## src/rtl/sp_dut_harness_if.sv

```systemverilog
// Word-stream and DUT-facing signal bundle for sp_dut_harness.
// master is the harness side; slave is the board/testbench side.
interface sp_dut_harness_if #(
  parameter int WIDTH   = 32,
  parameter int NUM_IN  = 3,
  parameter int NUM_OUT = 3,
  parameter int CNT_W   = 16
);
  logic                     i_in_valid;
  logic                     o_in_ready;
  logic [WIDTH-1:0]         i_in_data;
  logic [NUM_IN*WIDTH-1:0]  o_dut_in;
  logic                     o_dut_start;
  logic [NUM_OUT*WIDTH-1:0] i_dut_out;
  logic                     o_out_valid;
  logic                     i_out_ready;
  logic [WIDTH-1:0]         o_out_data;
  logic                     o_busy;
  logic [CNT_W-1:0]         o_txn_count;

  modport master (
    input  i_in_valid, i_in_data, i_dut_out, i_out_ready,
    output o_in_ready, o_dut_in, o_dut_start, o_out_valid, o_out_data, o_busy, o_txn_count
  );

  modport slave (
    output i_in_valid, i_in_data, i_dut_out, i_out_ready,
    input  o_in_ready, o_dut_in, o_dut_start, o_out_valid, o_out_data, o_busy, o_txn_count
  );
endinterface

```

## src/rtl/sp_dut_harness.sv

```systemverilog
// Serial-to-parallel stage harness: loads NUM_IN words, strobes the DUT, waits LATENCY
// cycles, captures NUM_OUT results and streams them back out one word per handshake.
module sp_dut_harness #(
  parameter int WIDTH   = 32,
  parameter int NUM_IN  = 3,
  parameter int NUM_OUT = 3,
  parameter int LATENCY = 1,
  parameter int CNT_W   = 16
) (
  input  logic             i_clk,
  input  logic             i_reset,
  input  logic             i_flush,
  sp_dut_harness_if.master bus
);
  localparam int IN_IDX_W  = (NUM_IN  > 1) ? $clog2(NUM_IN)  : 1;
  localparam int OUT_IDX_W = (NUM_OUT > 1) ? $clog2(NUM_OUT) : 1;
  localparam int LAT_W     = (LATENCY > 0) ? $clog2(LATENCY + 1) : 1;

  localparam logic [1:0] S_LOAD   = 2'd0;
  localparam logic [1:0] S_WAIT   = 2'd1;
  localparam logic [1:0] S_UNLOAD = 2'd2;

  logic [1:0]           state_q, state_d;
  logic [IN_IDX_W-1:0]  inIdx_q, inIdx_d;
  logic [OUT_IDX_W-1:0] outIdx_q, outIdx_d;
  logic [LAT_W-1:0]     latCnt_q, latCnt_d;
  logic                 start_q, start_d;
  logic [CNT_W-1:0]     txnCount_q, txnCount_d;
  logic [WIDTH-1:0]     operand_q [NUM_IN];
  logic [WIDTH-1:0]     result_q  [NUM_OUT];

  logic inAccept, outAccept, capture, lastIn, lastOut;

  assign inAccept  = (state_q == S_LOAD) && bus.i_in_valid;
  assign outAccept = (state_q == S_UNLOAD) && bus.i_out_ready;
  assign capture   = (state_q == S_WAIT) && (latCnt_q == '0);
  assign lastIn    = (inIdx_q == IN_IDX_W'(NUM_IN - 1));
  assign lastOut   = (outIdx_q == OUT_IDX_W'(NUM_OUT - 1));

  always_comb begin
    state_d    = state_q;
    inIdx_d    = inIdx_q;
    outIdx_d   = outIdx_q;
    latCnt_d   = latCnt_q;
    txnCount_d = txnCount_q;
    start_d    = 1'b0;
    if (i_flush) begin
      state_d  = S_LOAD;
      inIdx_d  = '0;
      outIdx_d = '0;
      latCnt_d = '0;
    end else begin
      case (state_q)
        S_LOAD: begin
          if (inAccept) begin
            if (lastIn) begin
              inIdx_d  = '0;
              latCnt_d = LAT_W'(LATENCY);
              start_d  = 1'b1;
              state_d  = S_WAIT;
            end else begin
              inIdx_d = inIdx_q + IN_IDX_W'(1);
            end
          end
        end
        S_WAIT: begin
          if (capture) begin
            outIdx_d = '0;
            state_d  = S_UNLOAD;
          end else begin
            latCnt_d = latCnt_q - LAT_W'(1);
          end
        end
        S_UNLOAD: begin
          if (outAccept) begin
            if (lastOut) begin
              outIdx_d   = '0;
              txnCount_d = txnCount_q + CNT_W'(1);
              state_d    = S_LOAD;
            end else begin
              outIdx_d = outIdx_q + OUT_IDX_W'(1);
            end
          end
        end
        default: state_d = S_LOAD;
      endcase
    end
  end

  always_ff @(posedge i_clk) begin
    if (!i_reset) begin
      state_q    <= S_LOAD;
      inIdx_q    <= '0;
      outIdx_q   <= '0;
      latCnt_q   <= '0;
      start_q    <= 1'b0;
      txnCount_q <= '0;
    end else begin
      state_q    <= state_d;
      inIdx_q    <= inIdx_d;
      outIdx_q   <= outIdx_d;
      latCnt_q   <= latCnt_d;
      start_q    <= start_d;
      txnCount_q <= txnCount_d;
    end
  end

  // Operand and result words survive a flush; only reset clears them.
  always_ff @(posedge i_clk) begin
    if (!i_reset) begin
      for (int k = 0; k < NUM_IN; k++) operand_q[k] <= '0;
      for (int k = 0; k < NUM_OUT; k++) result_q[k] <= '0;
    end else if (!i_flush) begin
      if (inAccept) begin
        for (int k = 0; k < NUM_IN; k++) begin
          if (inIdx_q == IN_IDX_W'(k)) operand_q[k] <= bus.i_in_data;
        end
      end
      if (capture) begin
        for (int k = 0; k < NUM_OUT; k++) result_q[k] <= bus.i_dut_out[k*WIDTH +: WIDTH];
      end
    end
  end

  logic [NUM_IN*WIDTH-1:0] dutIn;
  logic [WIDTH-1:0]        outData;

  always_comb begin
    dutIn = '0;
    for (int k = 0; k < NUM_IN; k++) dutIn[k*WIDTH +: WIDTH] = operand_q[k];
  end

  always_comb begin
    outData = '0;
    for (int k = 0; k < NUM_OUT; k++) begin
      if (outIdx_q == OUT_IDX_W'(k)) outData = result_q[k];
    end
  end

  assign bus.o_in_ready  = (state_q == S_LOAD);
  assign bus.o_out_valid = (state_q == S_UNLOAD);
  assign bus.o_dut_start = start_q;
  assign bus.o_dut_in    = dutIn;
  assign bus.o_out_data  = outData;
  assign bus.o_busy      = (state_q != S_LOAD) || (inIdx_q != '0);
  assign bus.o_txn_count = txnCount_q;
endmodule

```

## src/flat_wrapper.sv

```systemverilog
// flat-port wrapper written by rule: the top's interface ports become plain ports
module sp_dut_harness_flat 
#(
  parameter int WIDTH   = 32,
  parameter int NUM_IN  = 3,
  parameter int NUM_OUT = 3,
  parameter int LATENCY = 1,
  parameter int CNT_W   = 16
)
  (i_clk, i_reset, i_flush, bus_i_in_valid, bus_i_in_data, bus_i_dut_out, bus_i_out_ready, bus_o_in_ready, bus_o_dut_in, bus_o_dut_start, bus_o_out_valid, bus_o_out_data, bus_o_busy, bus_o_txn_count);
  sp_dut_harness_if #(.WIDTH(WIDTH), .NUM_IN(NUM_IN), .NUM_OUT(NUM_OUT), .CNT_W(CNT_W)) bus_i ();
  input  logic i_clk;
  input  logic i_reset;
  input  logic i_flush;
  input wire logic [$bits(bus_i.i_in_valid)-1:0] bus_i_in_valid;
  input wire logic [$bits(bus_i.i_in_data)-1:0] bus_i_in_data;
  input wire logic [$bits(bus_i.i_dut_out)-1:0] bus_i_dut_out;
  input wire logic [$bits(bus_i.i_out_ready)-1:0] bus_i_out_ready;
  output wire logic [$bits(bus_i.o_in_ready)-1:0] bus_o_in_ready;
  output wire logic [$bits(bus_i.o_dut_in)-1:0] bus_o_dut_in;
  output wire logic [$bits(bus_i.o_dut_start)-1:0] bus_o_dut_start;
  output wire logic [$bits(bus_i.o_out_valid)-1:0] bus_o_out_valid;
  output wire logic [$bits(bus_i.o_out_data)-1:0] bus_o_out_data;
  output wire logic [$bits(bus_i.o_busy)-1:0] bus_o_busy;
  output wire logic [$bits(bus_i.o_txn_count)-1:0] bus_o_txn_count;
  assign bus_i.i_in_valid = bus_i_in_valid;
  assign bus_i.i_in_data = bus_i_in_data;
  assign bus_i.i_dut_out = bus_i_dut_out;
  assign bus_i.i_out_ready = bus_i_out_ready;
  assign bus_o_in_ready = bus_i.o_in_ready;
  assign bus_o_dut_in = bus_i.o_dut_in;
  assign bus_o_dut_start = bus_i.o_dut_start;
  assign bus_o_out_valid = bus_i.o_out_valid;
  assign bus_o_out_data = bus_i.o_out_data;
  assign bus_o_busy = bus_i.o_busy;
  assign bus_o_txn_count = bus_i.o_txn_count;
  sp_dut_harness #(.WIDTH(WIDTH), .NUM_IN(NUM_IN), .NUM_OUT(NUM_OUT), .LATENCY(LATENCY), .CNT_W(CNT_W)) u_core (.i_clk(i_clk), .i_reset(i_reset), .i_flush(i_flush), .bus(bus_i));
endmodule
```

## config.mk

```make
export PLATFORM = sky130hd
export DESIGN_NAME = sp_dut_harness_flat
export DESIGN_NICKNAME = d
export VERILOG_FILES = /design/src/rtl/sp_dut_harness_if.sv /design/src/rtl/sp_dut_harness.sv /design/src/flat_wrapper.sv
export SDC_FILE = /design/constraint.sdc
export NUM_CORES = 1
export LEC_CHECK = 0
export CAP_MARGIN = 20
export CORE_MARGIN = 3
export CORE_UTILIZATION = 55
export DETAILED_ROUTE_END_ITERATION = 6
export DONT_BUFFER_PORTS = 1
export PLACE_DENSITY = 0.73
export SLEW_MARGIN = 25
export SYNTH_ARGS = -nofsm -noshare
export SYNTH_HDL_FRONTEND = slang
export SYNTH_SLANG_ARGS = --single-unit
```

## constraint.sdc

```tcl
create_clock -name i_clk -period 15.05 [get_ports i_clk]
set_input_delay 4.515 -clock i_clk [delete_from_list [all_inputs] [get_ports i_clk]]
set_output_delay 4.515 -clock i_clk [all_outputs]
set_load 0.01 [all_outputs]
```

# Word level (Yosys, flattened, before mapping)
# Memories as Yosys holds them, arrays and structs flattened.
# Cells that the tools add are included.
# word_totals
n_memories	2
ramBits	192
register_bits	24
in_bits	133
word_cells	96
# op_classes
n_eq_ne	12
muxes	44
n_reduce_logical	18
n_bitwise	10
add_sub_neg	4
# mem_list
name	depth	width	rd	rd_clocked_by_memory_dff	wr	line	rtl
u_core.operand_q	3	32	3	0	3	sp_dut_harness.sv:29	logic [WIDTH-1:0] operand_q [NUM_IN];
u_core.result_q	3	32	3	0	3	sp_dut_harness.sv:30	logic [WIDTH-1:0] result_q [NUM_OUT];
# op_table
operator	n
$mux 32	9
$mux 1	23
$mux 2	9
$add 16x1->16 const B	1
$ne 2x1->1 const B	5
$reduce_and 4->1	2
$reduce_bool 2->1	4
$eq 2x1->1 const B	3
$eq 2x2->1 const B	3
$logic_not 2->1	3
$or 1x1->1	6
$pmux 2 s3	1
$reduce_and 5->1	1
$add 2x1->2 const B	2
$not 1->1	4
$pmux 2 s2	1
$logic_and 1x1->1	3
$reduce_and 3->1	1
$reduce_or 3->1	1
$ne 2x2->1 const B	1
$pmux 1 s2	1
$reduce_and 2->1	1
$reduce_or 2->1	1
$logic_or 1x1->1	1
$sub 1x1->1 const B	1

# Logic depth before layout (Yosys ltp)
# Gate-level depths: netlist (run 1).
# logic_depth
ltp_word	7
depth_mapped	7
depth_no_buf	6

# Least setup slack after synthesis (run 1)
# OpenSTA, ideal clock, no wires.
# synth_timing
kind	input-to-reg
startpoint	input port i_flush
endpoint	memory u_core.result_q[0][0], enable pin
t_required_ns	14.367
path_slack_ns	3.118
t_arrival_ns	11.249
setup_ns	0.683
path_stages	1
cell_sequence	o21ai_0
# synth_rtl
item	line	rtl
start, declared	flat_wrapper.sv:14	input logic i_flush;
end, declared	sp_dut_harness.sv:30	

# Worst setup path after layout (run 1)
# layout_timing
startpoint	register u_core.outIdx_q[0]
endpoint	output port bus_o_out_data[29]
# layout_via
elab_chain_cells	4
word_cells_on_any_way	6
# layout_rtl
item	line	rtl
start, declared	sp_dut_harness.sv:25	logic [OUT_IDX_W-1:0] outIdx_q, outIdx_d;
start signal, assigned	sp_dut_harness.sv:101	outIdx_q <= outIdx_d;
$logic_not 2->1	sp_dut_harness.sv:136	if (outIdx_q == OUT_IDX_W'(k)) outData = result_q[k];
$mux 32 (2 in series)	sp_dut_harness.sv:136	
$mux 32 *	sp_dut_harness.sv:136	
end, declared	flat_wrapper.sv:23	output wire logic [$bits(bus_i.o_out_data)-1:0] bus_o_out_data;
# Mark *: on every way between the ends. The rest lies on a longest branch, timed or not.

==> results of run 1 <==
==> routing by layer <==
| metal | track usage (%) | up-vias |
|---|---|---|
| met4 | 7.44 | 2 |
| met5 | 0 | - |
| met1 | 21.3 | 2177 |
| met2 | 32.1 | 249 |
| met3 | 6.67 | 32 |
| li1 | - | 2117 |
==> logic make-up (layout without fill, tap and decap cells) <==
group                      count (synthesis)  count (layout)
and+or+nand+nor                          228             228
DFF                                      216             216
AOI/OAI and AO/OA                         63              63
muxes                                     35              35
buffers and inverters                     35              51
adders and majority gates                  6               6
xor gates and xnor gates                   5               5
other                                      0               5
==> worst max-delay path, cell delays in order (launching register included) <==
cell and delay (ns):
dfxtp_2 0.35, buf_4 0.50, mux2i_1 0.21, o21ai_0 0.37
==> power groups by stage <==
stage / Sequential, µW / Clock (µW) / Combinational [µW]
floorplan: 708 / 0 / 17.7
global route: 697 / 516 / 29.5
global placement: 707 / 0 / 25.1
detailed placement: 708 / 0 / 27.0
finish: 694 / 483 / 26.7
CTS: 695 / 492 / 27.1
==> registers in the layout (all words and copies together) (netlist names) <==
signal / flops
u_core.outIdx_q: 2
u_core.state_q: 2
u_core.latCnt_q: 1
u_core.inIdx_q: 2
u_core.operand_q: 96
u_core.result_q: 96
u_core.bus.o_txn_count: 16
u_core.bus.o_dut_start: 1
==> Yosys cell counts, types with 2 or more instances <==
cell type / instances
nand3_1: 4
o31ai_1: 5
ha_1: 6
dfxtp_1: 24
or4_1: 4
buf_2: 7
edfxtp_1: 192
xnor2_1: 4
mux2i_1: 35
buf_1: 2
or3_1: 6
clkbuf_1: 19
and2_1: 130
nor3_1: 3
nor2_1: 12
nand2_1: 48
inv_1: 6
nand2b_1: 4
o21ai_0: 40
nand4_1: 5
a21oi_1: 13
==> stage by stage <==
step | area, µm² | hold WS [ns] | power [µW]
finish | 9440 | 0.524 | 1200
global route | 9430 | 0.564 | 1240
CTS | 9420 | 0.530 | 1210
detailed placement | 8780 | 0.518 | 735
global placement | 8750 | 0.505 | 732
floorplan | 8530 | 0.487 | 725
==> cell type report <==
type,instances,share of cell area (%)
sequential,216,66.2
multi-input combinational,337,23.3
clock buffer,24,5.79
tap,184,2.44
clock inverter,13,0.981
timing repair buffer,8,0.888
inverter,6,0.239
antenna,5,0.133
==> final timing paths <==
check,startpoint,end,slack [ns],depth (start not counted)
worst max-delay path,u_core.outIdx_q[0],bus_o_out_data[29],8.58,3
worst min-delay path,u_core.inIdx_q[0],u_core.inIdx_q[0],0.52,2
worst max register to register,u_core.state_q[1],u_core.result_q[0][24],12.77,5
worst min register to register,u_core.inIdx_q[0],u_core.inIdx_q[0],0.52,2
==> summary.md, run 1 <==
| Metric | Value |
|---|---|
| Total power per unit cell area | 128 mW/mm² |
| Hold Path Class | flop to flop |
| Cell internal pwr | 962 µW |
| Top FF cell, synth | edfxtp_1 |
| CTS tree | yes |
| Adder-Cell Fraction of Synth Area | 0.880% |
| DP Worst Slack | 8.92 ns |
| Fin crit share | 43.0% |
| Average wire per standard cell | 21.3 µm |
| Total of max-cap violations | 0 |
| Width of the die | 131 µm |
| Yosys warning count | 0 |
| Initial core utilization | 57.4% |
| Synth area leaders | edfxtp_1, and2_1, dfxtp_1 |
| Slew headroom | 47.6% |
| Grt ovf | 0 |
| Synth Cell Area | 0.00853 mm² |
| Nets | 729 |
| Vias per cell | 5.77 |
| Worst slew pin tran | 0.786 ns |
| CTS Buf Count | 21 |
| CP endpoint kind | primary output |
| Compound-cell area share of the yosys netlist | 4.11% |
| Commonest non-fill, non-tap cell in the layout | edfxtp_1 |
| Crit path time final | 6.47 ns |
| # clock sinks | 216 |
| Num rows | 44 |
| Area Overhead vs Synth | 10.6% |
| FMAX | 155 MHz |
| Ys async rst share | 0% |
| Residual DRC | 0 |
| # IOs | 281 |
| GPL Wtd Cong | 0.784 |
| Fin util | 63.5% |
| Register bit total from synthesis | 216 |
| Synth area leader | edfxtp_1 |
| Setup ws final | 8.58 ns |
| Reg clk slew, reported paths | 0.06 ns |
| P_leak | 0.00327 µW |
| Clk_lat worst skew | 0.48 ns |
| Worst path required time | 10.54 ns |
| Final HPWL DP | 11.6 mm |
| Met2 wire length | 8.65 mm |
| Vias in the first global route | 4,594 |
| Core Box Area | 0.0149 mm² |
| WL met1 | 6.06 mm |
| Cell Count, Final, Fillers Out | 793 |
| Area share of the largest cell type after synthesis | 67.6% |
| Main combinational cell family by area after synthesis | simple AND/OR/NAND/NOR gates |
| Port bufs | 0 |
| Fin. max-slew vios | 0 |
| Overall Global Routing Usage | 18.6% |
| First-pass GRT wire length | 24.7 mm |
| Switching Share | 20.1% |
| Final Skew | 0.0108 ns |
| Sequential area share after synthesis | 73.2% |
| Top Layer Used | met5 |
| Initial antenna violation count | 3 |
| Die area | 0.0170 mm² |
| Post-Synth Simple-Gate Area | 15.5% |
| Largest net degree at the start of global routing | 97 |
| Arrival @ worst endpoint | 1.95 ns |
| Clock share of power | 40.1% |
| Setup TNS | 0 ns |
| Syn_area_per_cell | 14.5 µm² |
| Post-Place Cells | 751 |
| Status | completed |
| Area of the multi-input gates | 0.00220 mm² |
| Most frequent cells in the layout | edfxtp_1, and2_1, nand2_1, o21ai_0, mux2i_1 |
| Post-synth EDFFs | 192 |
| Mux contribution to synthesized area | 4.11% |
| # setup viols final | 0 |
| Switch Pwr | 242 µW |
| H-tree level count | 1 |
| Post-synthesis xor/xnor area fraction | 0.513% |
| Layout cells sized above 1 | 8.44% |
| Iteration-0 DRC count of the detailed router | 288 |
| Reg power frac | 57.7% |
| Clock Tree Root | clkbuf_16 |
| # fillers | 1,069 |
| Postcts setup bufs | 0 |
| RSZ-0062 raised after global routing | no |
| Post-Syn Instances | 588 |
| Total wire length | 16.9 mm |
| Hold Buf Count CTS | 0 |
| Crit Path Category | flop to primary output |
| Syn_nets | 727 |
| Routed vias | 4,577 |
| Sequential cell area | 0.00625 mm² |
| Wire length on met3 | 1.66 mm |
| Gate power share | 2.2% |
| Final ANT Viol Nets | 0 |
| CP startpoint kind | flop |
| VDD IR max | 92.6 µV |
| Worst-path fanout max | 37 |
| Hold violation total from the final report | 0 |
| Max Root-Sink Buffers | 3 |
| Post-CTS sizing | 0 |
| Netlist cell types | 40 |
| Drt pass-1 iters | 4 |
| Die H | 131 µm |
(Power assumes the default switching activity.)
==> run 2, diff against run 1 <==
PLACE_DENSITY = 0.76   (was 0.73)
clock period = 5.9 ns   (was 15.05 ns; I/O delays follow)
==> summary.md, run 2 (same netlist as run 1, synthesis figures left out) <==
| Metric | Value |
|---|---|
| Status | completed |
| Gate power share | 2.2% (about the same) |
| Pwr Total | 3120 µW (+160%) |
| Overall Global Routing Usage | 17.9% (-0.70 points) |
| # IOs | 281 (unchanged) |
| Vias in the first global route | 4,288 (-6.7%) |
| Worst path required time | 4.13 ns (-6.41 ns) |
| GR Util met3 | 7.72% (+1.1 points) |
| Switching Share | 19.8% (-0.30 points) |
| Num rows | 44 (unchanged) |
| Clock Tree Root | clkbuf_16 |
| Crit Path Category | flop to primary output |
| Reg clk slew, reported paths | 0.06 ns (about the same) |
| CTS Buf Count | 23 (+9.5%) |
| CP endpoint kind | primary output |
| P_leak | 0.00328 µW (about the same) |
| Worst slew pin tran | 0.850 ns (+0.0641 ns) |
| Cell internal pwr | 2500 µW (+160%) |
| FF-to-FF Start | u_core.state_q[0] |
| Layout cells sized above 1 | 7.60% (-0.84 points) |
| Worst-path fanout max | 37 (unchanged) |
| Residual DRC | 0 (unchanged) |
| Crit path time final | 3.77 ns |
| CP startpoint kind | flop |
| Total of max-cap violations | 0 (unchanged) |
| CTS tree | yes |
| Hold wc startpoint | u_core.inIdx_q[0] |
| Switch Pwr | 619 µW (+160%) |
| Commonest non-fill, non-tap cell in the layout | edfxtp_1 |
| GR Util met1 | 20.1% (-1.1 points) |
| Total power per unit cell area | 330 mW/mm² (+160%) |
| Hold Path Stages | 2 (unchanged) |
| Largest net degree at the start of global routing | 97 (unchanged) |
| Reg2reg setup slack | 3.68 ns (-9.09 ns) |
| Grt ovf | 0 (unchanged) |
| Width of the die | 131 µm (unchanged) |
| VDD IR max | 255 µV (+180%) |
| Final HPWL DP | 11.3 mm (-2.7%) |
| Total wire length | 16.5 mm (-2.3%) |
| Clk_lat worst skew | 0.49 ns (about the same) |
| Hold Path Class | flop to flop |
| R2R depth | 5 (unchanged) |
| Top delay family on crit path | buffers and inverters |
| # setup viols final | 0 (unchanged) |
| Iteration-0 DRC count of the detailed router | 302 (+4.9%) |
| Critical-path cell list | buf_4 -> mux2i_1 -> o21ai_0 |
| Fin crit share | 63.9% |
| GPL Wtd Cong | 0.809 (+3.1%) |
| Met2 Usage GRT | 30.8% (-1.3 points) |
| Hold Buf Count CTS | 0 (unchanged) |
| Die H | 131 µm (unchanged) |
| Vias per cell | 5.77 (about the same) |
| Clock share of power | 41.1% (+1.0 points) |
| Final ANT Viol Nets | 0 (unchanged) |
| Most frequent cells in the layout | edfxtp_1, and2_1, nand2_1, o21ai_0, mux2i_1 |
| Die area | 0.0170 mm² (unchanged) |
| Instance area at placement | 0.00876 mm² (-0.27%) |
| # clock sinks | 216 (unchanged) |
| Initial antenna violation count | 5 (+2) |
| Setup TNS | 0 ns (unchanged) |
| Min-Delay Endpoint | u_core.inIdx_q[0] |
| Final Skew | 0.0162 ns (+0.00545 ns) |
| Post-Place Cells | 750 (-0.13%) |
| H-tree level count | 1 (unchanged) |
| Drt pass-1 iters | 4 (unchanged) |
| Core Box Area | 0.0149 mm² (unchanged) |
| Cell Count, Final, Fillers Out | 795 (+0.25%) |
| # fillers | 1,078 (+0.84%) |
| FMAX | 265 MHz |
| Hold violation total from the final report | 0 (unchanged) |
| First-pass GRT wire length | 23.8 mm (-3.9%) |
| Reg power frac | 56.8% (-0.9 points) |
| Arrival @ worst endpoint | 2.00 ns (+0.05 ns) |
| Nets | 731 (+0.27%) |
| Max Root-Sink Buffers | 3 (unchanged) |
| RSZ-0062 raised after global routing | no |
| Sum of buffers and inverters on the critical path | 1 (unchanged) |
| Port bufs | 0 (unchanged) |
| Average wire per standard cell | 20.7 µm (-2.5%) |
| Postcts setup bufs | 0 (unchanged) |
| Grt peak-use layer | met2 |
| Slew headroom | 43.3% (-4.3 points) |
| Post-CTS sizing | 0 (unchanged) |
| Fin. max-slew vios | 0 (unchanged) |
| Worst r2r dst | u_core.operand_q[0][78] |
| Routed vias | 4,584 (+0.15%) |
| Max stage delay on crit path | 0.51 ns (about the same) |
| Post-route cell area | 0.00947 mm² (+0.33%) |
| Area Overhead vs Synth | 11.0% |
| Initial core utilization | 57.4% (unchanged) |
| Crit path max-delay cell type | buf_4 |
-- run 2: tightest hold or removal path, delay by kind of cell (launching register included) --
family	cells	cell delay [ns]
flip-flops	1	0.35
AND/OR/NAND/NOR	1	0.07
AO/OA/AOI/OAI	1	0.06
-- run 2: final cells by class --
cell class	instances	area [µm²]	share of cell area [%]
diodes	6	15.0	0.159
repair buffers	8	83.8	0.885
inverters	6	22.5	0.238
clock inverters	8	66.3	0.700
flip-flops and latches	216	6250	66.0
clock buffers	30	602	6.36
well taps	184	230	2.43
multi-input cells	337	2200	23.3
-- run 2: how the worst max path moves through the flow --
stage	depth (start not counted)	endpoint	from
after global placement	3	bus_o_out_data[27]	u_core.outIdx_q[1]
final	3	bus_o_out_data[26]	u_core.outIdx_q[0]
after global routing	3	bus_o_out_data[26]	u_core.outIdx_q[0]
after floorplan	2	u_core.operand_q[0][32]	bus_i_in_valid
after CTS	3	bus_o_out_data[26]	u_core.outIdx_q[0]
after detailed placement	4	u_core.result_q[0][46]	i_flush
-- run 2: metrics by stage --
step	utilization, %	setup WS, ns	hold WS (ns)
finish	63.7	2.13	0.529
global route	63.7	2.01	0.539
CTS	63.4	2.04	0.528
detailed placement	58.9	2.35	0.519
global placement	58.9	2.31	0.509
floorplan	-	1.02	0.487
-- run 2: power groups by stage --
stage | Sequential, µW | Combinational (µW) | Clock [µW]
after floorplan | 1800 | 45.3 | 0
after global placement | 1800 | 63.6 | 0
after detailed placement | 1810 | 65.7 | 0
after CTS | 1770 | 65.7 | 1300
after global routing | 1780 | 74.3 | 1370
final | 1770 | 67.5 | 1280
-- run 2: per-layer routing --
layer / up-vias / share of wire [%]
li1: 2124 / -
met1: 2166 / 36
met2: 256 / 50
met3: 36 / 11
met4: 2 / 2.9
met5: - / 0.079
